==> src/rtl/seq_multiplier.sv <==
// Unsigned shift-and-add multiplier: one conditional add and one right shift per cycle.
// Operands and the 2*WIDTH-bit product each cross their own valid/ready handshake.
module seq_multiplier #(
  parameter int WIDTH = 8
) (
  input  logic                 clk,
  input  logic                 rst_n,
  input  logic                 in_valid,
  output logic                 in_ready,
  input  logic [WIDTH-1:0]     A,
  input  logic [WIDTH-1:0]     B,
  output logic                 out_valid,
  input  logic                 out_ready,
  output logic [2*WIDTH-1:0]   Product,
  output logic                 Zero,
  output logic [1:0]           o_dbg_state
);

  localparam int CW = $clog2(WIDTH) + 1;
  localparam logic [CW-1:0] LAST_CNT = CW'(WIDTH - 1);

  typedef enum logic [1:0] {
    S_IDLE = 2'd0,
    S_RUN  = 2'd1,
    S_DONE = 2'd2
  } state_t;

  // Handshakes: a transfer happens on a rising edge where valid and ready are
  // both high. in_ready is high only in IDLE, out_valid only in DONE, so the
  // two sides never overlap and valid never depends on the partner's ready.
  state_t                r_state;
  state_t                w_next_state;
  logic [WIDTH-1:0]      r_mcand;
  logic [2*WIDTH-1:0]    r_acc;
  logic [CW-1:0]         r_cnt;
  logic [2*WIDTH-1:0]    r_product;
  logic                  r_zero;

  logic [WIDTH-1:0]      w_addend;
  logic [WIDTH:0]        w_sum;
  logic [2*WIDTH-1:0]    w_acc_next;
  logic                  w_last;

  // The carry out of the upper-half add re-enters as the accumulator MSB.
  assign w_addend   = r_acc[0] ? r_mcand : '0;
  assign w_sum      = {1'b0, r_acc[2*WIDTH-1:WIDTH]} + {1'b0, w_addend};
  assign w_acc_next = {w_sum, r_acc[WIDTH-1:1]};
  assign w_last     = (r_cnt == LAST_CNT);

  always_ff @(posedge clk or negedge rst_n) begin
    if (!rst_n) begin
      r_state <= S_IDLE;
    end else begin
      r_state <= w_next_state;
    end
  end

  always_comb begin
    w_next_state = r_state;
    in_ready     = 1'b0;
    out_valid    = 1'b0;
    case (r_state)
      S_IDLE: begin
        in_ready = 1'b1;
        if (in_valid) begin
          w_next_state = S_RUN;
        end
      end
      S_RUN: begin
        if (w_last) begin
          w_next_state = S_DONE;
        end
      end
      S_DONE: begin
        out_valid = 1'b1;
        if (out_ready) begin
          w_next_state = S_IDLE;
        end
      end
      default: begin
        w_next_state = S_IDLE;
      end
    endcase
  end

  always_ff @(posedge clk or negedge rst_n) begin
    if (!rst_n) begin
      r_mcand   <= '0;
      r_acc     <= '0;
      r_cnt     <= '0;
      r_product <= '0;
      r_zero    <= 1'b0;
    end else if (r_state == S_IDLE && in_valid) begin
      r_mcand <= A;
      r_acc   <= {{WIDTH{1'b0}}, B};
      r_cnt   <= '0;
    end else if (r_state == S_RUN) begin
      r_acc <= w_acc_next;
      r_cnt <= r_cnt + CW'(1);
      if (w_last) begin
        r_product <= w_acc_next;
        r_zero    <= (w_acc_next == '0);
      end
    end
  end

  assign Product     = r_product;
  assign Zero        = r_zero;
  assign o_dbg_state = r_state;

endmodule
==> config.mk <==
export PLATFORM = sky130hd
export DESIGN_NAME = seq_multiplier
export DESIGN_NICKNAME = d
export VERILOG_FILES = /design/src/rtl/seq_multiplier.sv
export SDC_FILE = /design/constraint.sdc
export NUM_CORES = 1
export LEC_CHECK = 0
export CORE_MARGIN = 4
export CORE_UTILIZATION = 40
export DETAILED_ROUTE_END_ITERATION = 10
export PLACE_DENSITY = 0.75
export SETUP_SLACK_MARGIN = 0.3
export SYNTH_ARGS = -nofsm -noshare
export SYNTH_HDL_FRONTEND = slang
export SYNTH_SLANG_ARGS = --single-unit
==> constraint.sdc <==
create_clock -name clk -period 6.7 [get_ports clk]
set_input_delay 2.01 -clock clk [delete_from_list [all_inputs] [get_ports clk]]
set_output_delay 2.01 -clock clk [all_outputs]
set_load 0.01 [all_outputs]
== Word-level counts from Yosys, hierarchy flattened ==
Cells that the tools add are included.
Storage, ports and cells
  bits in registers: 47
  input bits: 20
  output and inout port bits: 21
  word-level logic and storage cells: 32
Cells by class
  add/subtract/negate cells: 2
  equal/unequal tests: 6
  mux-type cells: 11
  bitwise gates (word level): 1
  reductions and logical operators: 6
Operator list (count)
  $mux W16: 2
  $logic_not A16 Y1: 1
  $add A8 B8 Y9: 1
  $mux W4: 2
  $mux W8: 1
  $mux W2: 3
  $ne A2 B2 Y1 const B: 3
  $pmux W2 S3: 1
  $reduce_and A3 Y1: 2
  $add A4 B1 Y4 const B: 1
  $eq A4 B3 Y1 const B: 1
  $eq A2 B1 Y1 const B: 1
  $eq A2 B2 Y1 const B: 1
  $logic_not A2 Y1: 1
  $mux W1: 2
  $reduce_bool A2 Y1: 1
  $logic_and A1 B1 Y1: 1
  $not A1 Y1: 1

== Depth between registers and ports, before layout ==
  depth in word-level cells: 4
  gate-level depth with buffers: 9

== Worst setup path before layout ==
OpenSTA, ideal clock, no wires.
  kind: register to output
  from: register r_state[1], in the netlist o_dbg_state[1]
  to: output out_valid
  data arrival time: 944 ps
  data required time: 4690 ps
  path slack: 3746 ps
  stages on the path, launching flop included: 3
  path buffers: 1
  cell sequence: dfrtp_1 clkbuf_1 nor2b_1
On the way
  longest elaborated chain between the ends: 2
Ends and longest elaborated chain
  from (decl): line 31  | state_t r_state;
  from (signal assigned): line 54  | r_state <= w_next_state;
  $eq A2 B2 Y1: line 62  | case (r_state)
  $mux W1: line 62
  to (decl): line 12  | output logic out_valid,
No other way between the ends.

== Worst setup path after layout ==
  from: register r_state[0], in the netlist o_dbg_state[0]
  to: output out_valid
The elaborated chain is that of the path after synthesis.

==> impl_metrics.csv <==
group,metric,value,unit
setup_path,cp_max_fo,18,
clock_network,clk_pin_slew_worst_paths,0.09,ns
logic_synthesis,synth.avg_cell_area,10.3,um2
logic_synthesis,syn_inst,217,
sta,fin_skew,0.0112,ns
power_and_ir_drop,p_per_area,436,nW/um2
layout,drive_above_1_share,8.59,%
logic_synthesis,syn_area,2240,um2
clock_network,clockRootBuffer,"clkbuf_8",
worst_hold_path,hp-class,"reg -> reg",
routing,wirelength,4.41,mm
clock_network,htree_levels,2,
sta,hold_viol,0,
routing,drtIter0Drc,112,
sta,fin_crit_sh,55.1,%
logic_synthesis,synth_area_leaders,"dfrtp_1 (52%), nand2_1 (9.0%), ha_1 (5.0%)",
sta,max_freq,271,MHz
logic_synthesis,synth_top_area_cell,"dfrtp_1",
sta,rsz0062_at_grt,"no",
setup_path,cp-start-kind,"register",
grt,grt_pass1_wl,7.73,mm
grt,antenna_found_initial,0,
logic_synthesis,synth_top_area_share,52.5,%
sta,slew_viol_final,0,
logic_synthesis,async_flop_share,100,%
logic_synthesis,synth-seq-cells,47,
layout,antenna_cells,0,
clock_network,ctsResizeCount,0,
grt,grt_max_degree,48,
sta,whs,0.479,ns
logic_synthesis,yosysSeqAreaShare,52.5,%
placed_design,hpwl,3.32,mm
clock_network,cts_setup_buffers,0,
setup_path,endpoint_kind,"primary output",
sta,tightest_slew,1.25,ns
grt,globalRouteTotalUtil,13.9,%
setup_path,cp_slowest_stage_delay,0.59,ns
setup_path,worst-setup-path-type,"reg -> out",
layout,fin_util,53.0,%
die,core.rowCount,26,
routing,num_vias,1658,
status,status,"finished, final reports clean",
routing,wire_per_inst,13.5,um
layout,nFillCells,488,
setup_path,critPathArrivalTime,1.68,ns
routing,ant_nets,0,
layout,fin_nets,285,
die,start_util,42.5,%
logic_synthesis,syn_nets,247,
routing,drcViolationCount,0,
die,die_h,82.9,um
die,core_area,5270,um2
layout,synthToLayoutAreaGrowth,24.6,%
die,die_w,82.9,um
die,die_area,6860,um2
clock_network,clkSinkCount,47,
logic_synthesis,synth-edff-count,0,
sta,post-route-min-period,3.69,ns
sta,relSlewSlack,16.7,%
clock_network,numCtsBuffers,5,
sta,finalSetupViolations,0,
clock_network,cts_hold_buf,0,
job,cap_violations,0,
grt,grt_pass1_vias,1633,
setup_path,worstPathRequired,4.69,ns
clock_network,clkLatencyLatePin,0.30,ns
logic_synthesis,synth.distinct_cells,39,
routing,drt_first_pass_iters,4,
die,ios,41,
grt,overflow,0,
setup_path,crit_path_top_delay_cell,"dfrtp_1",
power_and_ir_drop,peakVddDrop,0.232,mV
routing,vias_per_cell,5.09,
logic_synthesis,synth-main-ff-cell,"dfrtp_1",
clock_network,cts_buffer_depth,2,
sta,fin_setup_tns,0,ns
setup_path,crit_chain,"nor2b_1 > clkdlybuf4s50_1",
placed_design,place.gp.congestion,0.763,
placed_design,port_buffers,40,
clock_network,cts_tree,"built",
power_and_ir_drop,p_leak,1.29,nW
logic_synthesis,synth.yosys.warnings,0,
[placed cells by master (no fill, tap or decap), drive strengths merged, types with 3 or more instances in the layout]
cell / count
nand2: 54
a22oi: 8
a21o: 4
mux2: 8
clkbuf: 5
a22o: 7
dfrtp: 47
nor2: 8
o22ai: 3
nor2b: 3
a21oi: 5
clkdlybuf4s50: 39
xnor2: 3
ha: 9
inv: 3
and2: 9
nor3: 3
o21ai: 13
[registers in the layout, indices dropped and copies added, names as in the netlist]
name	count
r_mcand	8
o_dbg_state	2
Zero	1
r_cnt	4
r_acc	16
Product	16
[synthesized netlist by cell type (2+ instances only)]
library cell  count
a21o_1            4
a21oi_1           5
a22o_1            7
a22oi_1           8
and2_1            9
and3_1            2
clkbuf_1          5
dfrtp_1          47
ha_1              9
inv_1             2
mux2_2            8
nand2_1          54
nand2b_1          2
nor2_1            8
nor2b_1           3
nor3_1            2
nor4_1            2
o21ai_0          13
o21bai_1          2
o22ai_1           3
xnor2_1           3
xor2_1            2
[where the power goes]
| part | total, mW | switching (mW) | internal (mW) | leakage (nW) |
|---|---|---|---|---|
| Combinational | 0.509 | 0.249 | 0.260 | 0.636 |
| Clock | 0.211 | 0.0985 | 0.112 | 0.0548 |
| Sequential | 0.499 | 0.0956 | 0.404 | 0.598 |
| Total | 1.22 | 0.443 | 0.776 | 1.29 |
[critical path: cells and delay by family, from the launching register on]
kind	cells	cell delay, ns
flip-flops	1	0.59
buffers and inverters	1	0.56
AND/OR/NAND/NOR	1	0.23
[per-layer routing]
metal	vias to the layer above	wire length, um	global-route usage (%)
met4	0	47	4.90
met3	4	147	2.77
met5	-	0	0
met1	785	2170	19.7
met2	30	2060	21.1
li1	839	-	-
[path summary, 6_finish.rpt]
kind / cells after the start / endpoint / startpoint / slack [ns]
max: 2 / out_valid / o_dbg_state[0] / 3.01
min: 2 / Product[8] / Product[8] / 0.48
max reg2reg: 9 / Zero / r_acc[0] / 4.13
min reg2reg: 2 / Product[8] / Product[8] / 0.48
max in group asynchronous: 1 / r_acc[1] / rst_n / 4.21
min in group asynchronous: 1 / r_cnt[0] / rst_n / 1.88
[kinds of logic (layout without fill, tap and decap cells)]
family,count (synthesis),after routing,synth area share [%]
AO/OA/AOI/OAI,47,47,14.7
XOR/XNOR,5,5,1.95
adder cells (fa/ha/maj),10,10,5.92
buffers and inverters,11,50,2.40
flip-flops,47,47,52.5
multiplexers,9,9,4.47
AND/OR/NAND/NOR,88,88,18.0
[area by class of cell]
| cell class | count | area (um2) | share of cell area, % |
|---|---|---|---|
| flip-flops and latches | 47 | 1180 | 42.1 |
| multi-input cells | 159 | 1010 | 36.2 |
| repair buffers | 40 | 395 | 14.2 |
| well taps | 70 | 87.6 | 3.14 |
| clock buffers | 5 | 68.8 | 2.46 |
| clock inverters | 3 | 46.3 | 1.66 |
| inverters | 2 | 7.51 | 0.269 |
[per-stage QoR]
stage	setup WS, ns	std cells	cell area [um2]	power [mW]
after floorplan	3.75	217	2240	0.830
after global placement	2.97	318	2680	0.997
after detailed placement	2.95	318	2680	1.02
after CTS	3.02	326	2790	1.23
after global routing	2.88	326	2790	1.32
final	3.01	326	2790	1.22
Power figures use the tool's default switching activity.
